### src/rtl/multdiv_pkg.sv
// Shared types and constants for the iterative multiply/divide unit.
package multdiv_pkg;

  typedef enum logic [1:0] {
    IDLE = 2'd0,
    MUL  = 2'd1,
    DIV  = 2'd2,
    DONE = 2'd3
  } state_e;

  localparam int          ITER    = 32;
  localparam int          CNT_W   = 6;
  localparam logic [31:0] INT_MIN = 32'h8000_0000;
  localparam logic [31:0] NEG_ONE = 32'hFFFF_FFFF;

endpackage

### src/rtl/multdiv_div_step.sv
// One restoring-division step on unsigned magnitudes: shift the next dividend
// bit into the remainder, subtract the divisor if it fits, record the quotient bit.
module div_step #(
  parameter int WIDTH = 32
) (
  input  logic [WIDTH-1:0] rem_i,
  input  logic [WIDTH-1:0] quo_i,
  input  logic [WIDTH-1:0] div_i,
  output logic [WIDTH-1:0] rem_o,
  output logic [WIDTH-1:0] quo_o
);

  logic [WIDTH:0]   sh;
  logic [WIDTH-1:0] diff;
  logic             fits;

  always_comb begin
    sh   = {rem_i, quo_i[WIDTH-1]};
    fits = (sh >= {1'b0, div_i});
    // When the divisor fits, the true difference is below the divisor, so the
    // truncated subtraction is exact.
    diff = sh[WIDTH-1:0] - div_i;
    if (fits) begin
      rem_o = diff;
      quo_o = {quo_i[WIDTH-2:0], 1'b1};
    end else begin
      rem_o = sh[WIDTH-1:0];
      quo_o = {quo_i[WIDTH-2:0], 1'b0};
    end
  end

endmodule

### src/rtl/multdiv.sv
// Iterative signed 32-bit multiply (radix-2 Booth) / divide (restoring) unit.
// Optional MULTDIV_EARLY_DIV0_EN: divide-by-zero completes after one cycle.
module multdiv
  import multdiv_pkg::*;
#(
  parameter int WIDTH = 32,
  parameter int ITER  = multdiv_pkg::ITER
) (
  input  logic             clock,
  input  logic             reset,
  input  logic [WIDTH-1:0] data_operandA,
  input  logic [WIDTH-1:0] data_operandB,
  input  logic             ctrl_MULT,
  input  logic             ctrl_DIV,
  output logic [WIDTH-1:0] data_result,
  output logic             data_exception,
  output logic             data_resultRDY,
  output logic             data_busy
);

  localparam logic [CNT_W-1:0] ITER_CNT = CNT_W'(ITER);

  state_e             state_q, state_d;
  logic [CNT_W-1:0]   cnt_q, cnt_d;
  logic [WIDTH-1:0]   a_q, a_d;       // multiplicand, or divisor magnitude
  logic [WIDTH-1:0]   hi_q, hi_d;     // Booth high word, or remainder
  logic [WIDTH-1:0]   lo_q, lo_d;     // Booth low word, or dividend/quotient
  logic               qm1_q, qm1_d;
  logic               neg_q, neg_d;
  logic               dz_q, dz_d;
  logic               ovf_q, ovf_d;
  logic [WIDTH-1:0]   result_q, result_d;
  logic               exc_q, exc_d;

  logic [WIDTH:0]     hi_ext, a_ext, booth_sum;
  logic [WIDTH-1:0]   rem_nxt, quo_nxt;
  logic [WIDTH-1:0]   mag_a, mag_b;
  logic               early_dz;

`ifdef MULTDIV_EARLY_DIV0_EN
  assign early_dz = dz_q;
`else
  assign early_dz = 1'b0;
`endif

  div_step #(.WIDTH(WIDTH)) u_div_step (
    .rem_i (hi_q),
    .quo_i (lo_q),
    .div_i (a_q),
    .rem_o (rem_nxt),
    .quo_o (quo_nxt)
  );

  // Sign-extend to 33 bits so hi +/- A never overflows before the shift.
  always_comb begin
    hi_ext = {hi_q[WIDTH-1], hi_q};
    a_ext  = {a_q[WIDTH-1], a_q};
    case ({lo_q[0], qm1_q})
      2'b01:   booth_sum = hi_ext + a_ext;
      2'b10:   booth_sum = hi_ext - a_ext;
      default: booth_sum = hi_ext;
    endcase
  end

  assign mag_a = data_operandA[WIDTH-1] ? (~data_operandA + 1'b1) : data_operandA;
  assign mag_b = data_operandB[WIDTH-1] ? (~data_operandB + 1'b1) : data_operandB;

  always_comb begin
    state_d  = state_q;
    cnt_d    = cnt_q;
    a_d      = a_q;
    hi_d     = hi_q;
    lo_d     = lo_q;
    qm1_d    = qm1_q;
    neg_d    = neg_q;
    dz_d     = dz_q;
    ovf_d    = ovf_q;
    result_d = result_q;
    exc_d    = exc_q;

    case (state_q)
      MUL: begin
        if (cnt_q == ITER_CNT) begin
          result_d = lo_q;
          exc_d    = (hi_q != {WIDTH{lo_q[WIDTH-1]}});
          state_d  = DONE;
        end else begin
          hi_d  = booth_sum[WIDTH:1];
          lo_d  = {booth_sum[0], lo_q[WIDTH-1:1]};
          qm1_d = lo_q[0];
          cnt_d = cnt_q + 1'b1;
        end
      end
      DIV: begin
        if (cnt_q == ITER_CNT || early_dz) begin
          if (dz_q) begin
            result_d = '0;
            exc_d    = 1'b1;
          end else begin
            result_d = neg_q ? (~lo_q + 1'b1) : lo_q;
            exc_d    = ovf_q;
          end
          state_d = DONE;
        end else begin
          hi_d  = rem_nxt;
          lo_d  = quo_nxt;
          cnt_d = cnt_q + 1'b1;
        end
      end
      DONE:    state_d = IDLE;
      default: state_d = state_q;
    endcase

    // A new start overrides whatever is in flight; the aborted op never strobes.
    if (ctrl_MULT) begin
      state_d = MUL;
      cnt_d   = '0;
      a_d     = data_operandA;
      hi_d    = '0;
      lo_d    = data_operandB;
      qm1_d   = 1'b0;
      dz_d    = 1'b0;
    end else if (ctrl_DIV) begin
      state_d = DIV;
      cnt_d   = '0;
      a_d     = mag_b;
      hi_d    = '0;
      lo_d    = mag_a;
      qm1_d   = 1'b0;
      neg_d   = data_operandA[WIDTH-1] ^ data_operandB[WIDTH-1];
      dz_d    = (data_operandB == '0);
      ovf_d   = (data_operandA == INT_MIN) && (data_operandB == NEG_ONE);
    end
  end

  always_ff @(posedge clock or posedge reset) begin
    if (reset) begin
      state_q  <= IDLE;
      cnt_q    <= '0;
      a_q      <= '0;
      hi_q     <= '0;
      lo_q     <= '0;
      qm1_q    <= 1'b0;
      neg_q    <= 1'b0;
      dz_q     <= 1'b0;
      ovf_q    <= 1'b0;
      result_q <= '0;
      exc_q    <= 1'b0;
    end else begin
      state_q  <= state_d;
      cnt_q    <= cnt_d;
      a_q      <= a_d;
      hi_q     <= hi_d;
      lo_q     <= lo_d;
      qm1_q    <= qm1_d;
      neg_q    <= neg_d;
      dz_q     <= dz_d;
      ovf_q    <= ovf_d;
      result_q <= result_d;
      exc_q    <= exc_d;
    end
  end

  assign data_result    = result_q;
  assign data_exception = exc_q;
  assign data_resultRDY = (state_q == DONE);
  assign data_busy      = (state_q == MUL) || ((state_q == DIV) && !early_dz);

endmodule

### config.mk
export PLATFORM = sky130hd
export DESIGN_NAME = multdiv
export DESIGN_NICKNAME = d
export VERILOG_FILES = /design/src/rtl/multdiv_pkg.sv /design/src/rtl/multdiv_div_step.sv /design/src/rtl/multdiv.sv
export SDC_FILE = /design/constraint.sdc
export NUM_CORES = 1
export LEC_CHECK = 0
export ABC_CLOCK_PERIOD_IN_PS = 7000
export CORE_ASPECT_RATIO = 1.75
export CORE_MARGIN = 2
export CORE_UTILIZATION = 45
export CTS_BUF_LIST = sky130_fd_sc_hd__clkbuf_2
export DETAILED_ROUTE_END_ITERATION = 8
export GPL_TIMING_DRIVEN = 0
export SYNTH_ARGS = -nofsm -noshare
export SYNTH_HDL_FRONTEND = slang
export SYNTH_SLANG_ARGS = --single-unit
### constraint.sdc
create_clock -name clock -period 7 [get_ports clock]
set_input_delay 0.7 -clock clock [delete_from_list [all_inputs] [get_ports clock]]
set_output_delay 0.7 -clock clock [all_outputs]
set_load 0.02 [all_outputs]
==> flow_metrics.tcl, run 1 <==
set metrics [dict create \
    outcome "finished clean" \
    crit_path_cell_trace "or3_1, nor4_1, and2_1, nand2_1, nor3_1, a31oi_1, xnor2_1, ha_1, nand2_1, o41ai_1, a41oi_1, o31ai_1, a21oi_1, xnor2_1, nor3_1, o31ai_1" \
    syn-cell-area_um2 14080 \
    crit_family "compound AO/OA/AOI/OAI gates" \
    clock.fmax_ghz 0.1717 \
    hold_class "primary input to asynchronous set/reset pin" \
    finalHoldViolCount 0 \
    worstPathArrival_ns 6.65 \
    seq_area_frac_synth 0.2506 \
    cts_buffers 17 \
    synth_top_cell_area_share 0.2506 \
    ys_types 76 \
    slowest_delay_ns 0.87 \
    layout_common_cells "265 x nand2_1, 248 x o21ai_0, 149 x a21oi_1" \
    grt.busiest_layer "met2" \
    synth_area_leaders "dfrtp_1 25%, o21ai_0 8.8%, nand2_1 7.1%, ha_1 6.7%, a21oi_1 5.3%" \
    yosysWarningCount 0 \
    pin_count 103 \
    required_ns 7.82 \
    worstSetupEndpointType "flop" \
    mostFrequentLayoutCell "nand2_1" \
    root_buffer "clkbuf_2" \
    num_vias 14980 \
    drt-total-wl_mm 57.82 \
    cts_tree "built" \
    async_flop_share 1.000 \
    leakage_uw 0.006358 \
    whs_ns 0.3161 \
    track_usage 0.3569 \
    synth-edff-count 0 \
    die_height_um 238.0 \
    syn_inst 1914 \
    port_buffers 100 \
    antenna_found_initial 2 \
    rr_endpoint "hi_q[30]$_DFFE_PP0P_" \
    use_met3 0.05502 \
    grt_pass1_vias 15370 \
    clk_latency_ns 0.88 \
    start_util 0.4566 \
    min_period_over_period 0.8322 \
    syn_to_final_growth_pct 12.72 \
    cts.clk_slew.worst_paths_ns 0.25 \
    synth_largest_area_cell "dfrtp_1" \
    wl_per_cell_um 23.70 \
    ys.flop_type "dfrtp_1" \
    rsz0062_at_grt "no" \
    clock-sinks 141 \
    fin_crit_ns 5.826 \
    ant_nets 0 \
    grtUsageMet1 0.3443 \
    path_buf_inv 0 \
    routabilityCongestion 0.9976 \
    critical_path_class "flop to flop" \
    nets 2179 \
    slew_headroom 0.08806 \
    slowest_stage "o41ai_1" \
    final-max-slew-violation-count 0 \
    r2r_slack_ns 1.17 \
    drv_cap 0 \
    via_per_inst 6.142 \
    ys_seq_elements 141 \
    die_x_um 137.7 \
    setup_viol 0 \
    cts.repair.resized 0 \
    post-dp-hpwl_mm 46.82 \
    use_met2 0.6463 \
    drive_gt1_frac 0.03029 \
    peakVddDrop_mv 0.1164 \
    post-cts-setup-buffers 0 \
    tightest_slew_ns 1.359 \
    rr_worst_depth 16 \
    skew_ns 0.03626 \
    dieArea_um2 32780 \
    grt_pass1_wl_mm 86.58 \
    htreeDepth 4 \
    grt_overflow_total 0 \
    tns_ns 0 \
    cts_buffer_depth 2 \
    r2r_start "a_q[2]$_DFFE_PP0N_" \
    first_iter_violations 796 \
    syn_avg_cell_area_um2 7.358 \
    drc_errors 0 \
    rows 85 \
    cts_hold_buf 0 \
    critPathLaunchType "flop" \
    core_um2 30840 \
    synthesis.nets 2059 \
    firstDrtPassIters 7 \
    grt_max_degree 80 \
    critPathMaxFanout 5 \
    powerDensity_nw_per_um2 190.2 \
]
where the power goes:
| part | internal (uW) | switching [uW] |
|---|---|---|
| sequential | 882 | 119 |
| combinational | 535 | 906 |
| clock | 233 | 344 |
per-stage QoR:
stage	total power [uW]	std cells	cell area, um2	worst slack (ns)	utilization
after floorplan	1959	1914	14080	2.519	-
after global placement	2411	2405	15570	0.3254	0.5049
after detailed placement	2424	2406	15610	1.346	0.5060
after CTS	3000	2438	15870	1.310	0.5146
after global routing	3202	2439	15870	0.8661	0.5147
final	3019	2439	15870	1.174	0.5147
layout make-up:
type                    instances  area [um2]
plain buffers                 117       501.7
inverters                      76       290.3
well taps                     391       489.2
multi-input cells            1580        9767
flip-flops and latches        141        3528
diodes                          1       2.502
repair buffers                101        1028
clock inverters                13       171.4
fillers                      3165       14970
clock buffers                  19       95.09
synth_stat cells (all sizes together) (4+ instances only):
cell    number
nand2      265
o21ai      255
a21oi      149
dfrtp      141
nor2       120
clkbuf     103
xor2        81
ha          75
inv         75
xnor2       70
a211oi      68
nor2b       51
nor3        46
nand3       41
o31ai       34
a31oi       27
o211ai      26
a21o        24
nand4       24
or4         21
nand2b      15
and2        14
mux2i       14
or3         14
a22oi       13
buf         13
nor4        13
o21bai      12
o41ai       11
o21a         9
and3         8
a21boi       5
a32o         5
a41oi        5
nand3b       5
o22ai        5
a22o         4
o221ai       4
o31a         4
or2          4
sequential cells by signal, indices dropped and copies added, names as in the netlist:
register        count
a_q                32
data_result        32
hi_q               32
lo_q               32
cnt_q               6
state_q             2
data_exception      1
dz_q                1
neg_q               1
ovf_q               1
qm1_q               1
worst max path at each step:
stage                            start                         end  slack [ns]  depth (start not counted)
global placement                 reset  data_result[5]$_DFFE_PP0P_        0.33                          2
detailed placement  a_q[2]$_DFFE_PP0N_        hi_q[30]$_DFFE_PP0P_        1.35                         16
floorplan                        reset          a_q[0]$_DFFE_PP0N_        2.52                          1
CTS                 a_q[2]$_DFFE_PP0N_        hi_q[30]$_DFFE_PP0P_        1.31                         16
finish              a_q[2]$_DFFE_PP0N_        hi_q[30]$_DFFE_PP0P_        1.17                         16
global route        a_q[2]$_DFFE_PP0N_        hi_q[30]$_DFFE_PP0P_        0.87                         16
worst register-to-register path: stages (launching register included):
cell,delay (ns)
dfrtp_1,0.48
or3_1,0.43
nor4_1,0.51
and2_1,0.29
nand2_1,0.08
nor3_1,0.44
a31oi_1,0.19
xnor2_1,0.17
ha_1,0.36
nand2_1,0.13
o41ai_1,0.87
a41oi_1,0.54
o31ai_1,0.55
a21oi_1,0.15
xnor2_1,0.27
nor3_1,0.08
o31ai_1,0.26
layer usage:
| metal | share of wire | up-vias | wire [um] |
|---|---|---|---|
| met2 | 0.52 | 537 | 30220 |
| li1 | - | 7170 | - |
| met5 | 0 | - | 0 |
| met3 | 0.043 | 223 | 2500 |
| met1 | 0.34 | 7051 | 19760 |
| met4 | 0.092 | 0 | 5336 |
kinds of logic (layout without fill, tap and decap cells):
family                     Yosys count  in the layout  share of synthesized area
AOI/OAI and AO/OA                  684            684                     0.2974
xor gates and xnor gates           151            151                    0.09391
adders and majority gates           77             77                    0.06948
buffers and inverters              193            326                    0.05589
DFF                                141            141                     0.2506
muxes                               15             15                    0.01075
other                                0              1                          0
and+or+nand+nor                    653            653                     0.2220
(Power assumes the default switching activity.)
==> run 2, diff against run 1 <==
--- a/config.mk
+++ b/config.mk
@@ -5,13 +5,14 @@
 export SDC_FILE = /design/constraint.sdc
 export NUM_CORES = 1
 export LEC_CHECK = 0
-export ABC_CLOCK_PERIOD_IN_PS = 7000
+export ABC_CLOCK_PERIOD_IN_PS = 5300
 export CORE_ASPECT_RATIO = 1.75
 export CORE_MARGIN = 2
 export CORE_UTILIZATION = 45
 export CTS_BUF_LIST = sky130_fd_sc_hd__clkbuf_2
 export DETAILED_ROUTE_END_ITERATION = 8
 export GPL_TIMING_DRIVEN = 0
+export PLACE_DENSITY = 0.66
 export SYNTH_ARGS = -nofsm -noshare
 export SYNTH_HDL_FRONTEND = slang
 export SYNTH_SLANG_ARGS = --single-unit
==> constraint.sdc (replaced) <==
create_clock -name clock -period 5.3 [get_ports clock]
set_input_delay 0.53 -clock clock [delete_from_list [all_inputs] [get_ports clock]]
set_output_delay 0.53 -clock clock [all_outputs]
set_load 0.02 [all_outputs]
==> run 2 against run 1 <==
  * Non-clock buffer count unchanged
  * Global-route usage is essentially flat
  * Wire length rose by 0.80%
  * Design area grew 0.31%
==> flow_metrics.tcl, run 2 (same netlist as run 1, synthesis figures left out) <==
set metrics [dict create \
    power_frac_seq 0.330 \
    wl_per_cell_um 23.90 \
    clock.fmax_ghz 0.1942 \
    worst_slack_ns 0.1506 \
    layout_common_cells "265 x nand2_1, 247 x o21ai_0, 149 x a21oi_1" \
    post-dp-hpwl_mm 46.44 \
    num-fill-cells 3159 \
    critPathMaxFanout 10 \
    cts_buffers 17 \
    clock-sinks 141 \
    leakage_uw 0.006382 \
    rows 85 \
    nets 2179 \
    drt-total-wl_mm 58.28 \
    final-max-slew-violation-count 0 \
    via_per_inst 6.288 \
    mostFrequentLayoutCell "nand2_1" \
    htreeDepth 4 \
    clk_latency_ns 0.87 \
    grt_max_degree 81 \
    grt_overflow_total 0 \
    fin_crit_ns 5.149 \
    grt_pass1_vias 15530 \
    rsz0062_at_grt "no" \
    ant_nets 0 \
    cts.clk_slew.worst_paths_ns 0.24 \
    outcome "finished clean" \
    routabilityCongestion 1.035 \
    setup_viol 0 \
    min_period_over_period 0.9716 \
    critical_path_class "flop to flop" \
    worstSetupEndpointType "flop" \
    firstDrtPassIters 8 \
    post-cts-setup-buffers 0 \
    finalHoldViolCount 0 \
    core_um2 30840 \
    internal_power_uw 2180 \
    drv_cap 0 \
    die_x_um 137.7 \
    first_iter_violations 1174 \
    dieArea_um2 32780 \
    slew_headroom 0.1054 \
    cts_tree "built" \
    grt_pass1_wl_mm 87.34 \
    required_ns 6.08 \
    fin_util 0.5163 \
    critPathLaunchType "flop" \
    tightest_slew_ns 1.330 \
    pin_count 103 \
    root_buffer "clkbuf_2" \
    hold_class "primary input to asynchronous set/reset pin" \
    worstPathArrival_ns 5.93 \
    port_buffers 100 \
    syn_to_final_growth_pct 13.07 \
    track_usage 0.3571 \
    skew_ns 0.04364 \
    cts_hold_buf 0 \
    p_comb_frac 0.482 \
    dpl_cell_area_um2 15610 \
    tns_ns 0 \
    die_height_um 238.0 \
    p_sw_uw 1835 \
    antenna_found_initial 1 \
    num_vias 15340 \
    p_sw_frac 0.4570 \
    peakVddDrop_mv 0.1941 \
    drive_gt1_frac 0.03566 \
    cts_buffer_depth 2 \
    final_area_um2 15920 \
    start_util 0.4566 \
    pwr-share-clk 0.188 \
    post-place-ws_ns -0.4382 \
    drc_errors 0 \
    powerDensity_nw_per_um2 252.1 \
]
[run 2: cell count changes in the layout (fill, tap and decap cells not counted), moves of 2 or more]
cell | previous run | this run
clkinv_2 | 1 | 5
clkbuf_1 | 99 | 96
clkbuf_2 | 20 | 22
clkinv_1 | 5 | 3
[run 2: path summary, 6_finish.rpt]
check / from / endpoint / slack, ns / cells after the start
max: lo_q[31]$_DFFE_PP0P_ / hi_q[30]$_DFFE_PP0P_ / 0.15 / 15
min: reset / lo_q[25]$_DFFE_PP0P_ / 0.11 / 2
max reg2reg: lo_q[31]$_DFFE_PP0P_ / hi_q[30]$_DFFE_PP0P_ / 0.15 / 15
min reg2reg: data_result[1]$_DFFE_PP0P_ / data_result[1]$_DFFE_PP0P_ / 0.51 / 2
max in group asynchronous: reset / a_q[7]$_DFFE_PP0N_ / 4.37 / 3
min in group clock: data_operandB[4] / lo_q[4]$_DFFE_PP0P_ / 0.15 / 3
[run 2: through the flow]
step	power, uW	hold WS [ns]	std cells
floorplan	2588	0.4502	1914
global placement	3180	0.4698	2405
detailed placement	3210	0.4731	2406
CTS	3971	0.09950	2438
global route	4238	0.1348	2439
finish	4015	0.1087	2439
[run 2: final cells by class]
cell class	count	area, um2	area share
tap	391	489.2	0.03072
multi-input combinational	1580	9813	0.6163
clock inverter	14	175.2	0.01100
antenna	1	2.502	0.0001572
sequential	141	3528	0.2216
clock buffer	18	90.09	0.005658
buffer	117	505.5	0.03175
timing repair buffer	101	1028	0.06459
inverter	76	290.3	0.01823
[run 2: metal layers]
metal,wire (um),GRT usage,up-vias
li1,-,-,7164
met1,19810,0.3460,7292
met2,30430,0.6519,634
met3,2498,0.04440,247
met4,5542,0.3027,0
met5,0,0,-
[run 2: power groups by stage]
stage / Clock, uW / Combinational [uW] / Sequential (uW)
floorplan: 0 / 1300 / 1290
global placement: 0 / 1850 / 1330
detailed placement: 0 / 1880 / 1330
finish: 755 / 1940 / 1320
global route: 800 / 2100 / 1330
CTS: 762 / 1890 / 1310
[run 2: worst max-delay path: stages, from the launching register on]
cell	delay [ns]
dfrtp_1	0.42
clkbuf_1	0.66
inv_1	0.45
ha_1	0.36
inv_1	0.08
fa_1	0.22
a21oi_1	0.11
o22ai_1	0.27
o211ai_1	0.14
a22oi_1	0.56
o21ai_0	0.48
o21ai_0	0.43
a21oi_1	0.12
a211oi_1	0.36
a211oi_1	0.14
o31ai_1	0.28
[run 2: repair_timing]
| item | in CTS | in global routing |
|---|---|---|
| gates resized for setup | 4 | 11 |
| endpoints found under the setup margin | 7 | 9 |
| gates cloned | 0 | 0 |
| hold endpoints to repair | 0 | 0 |
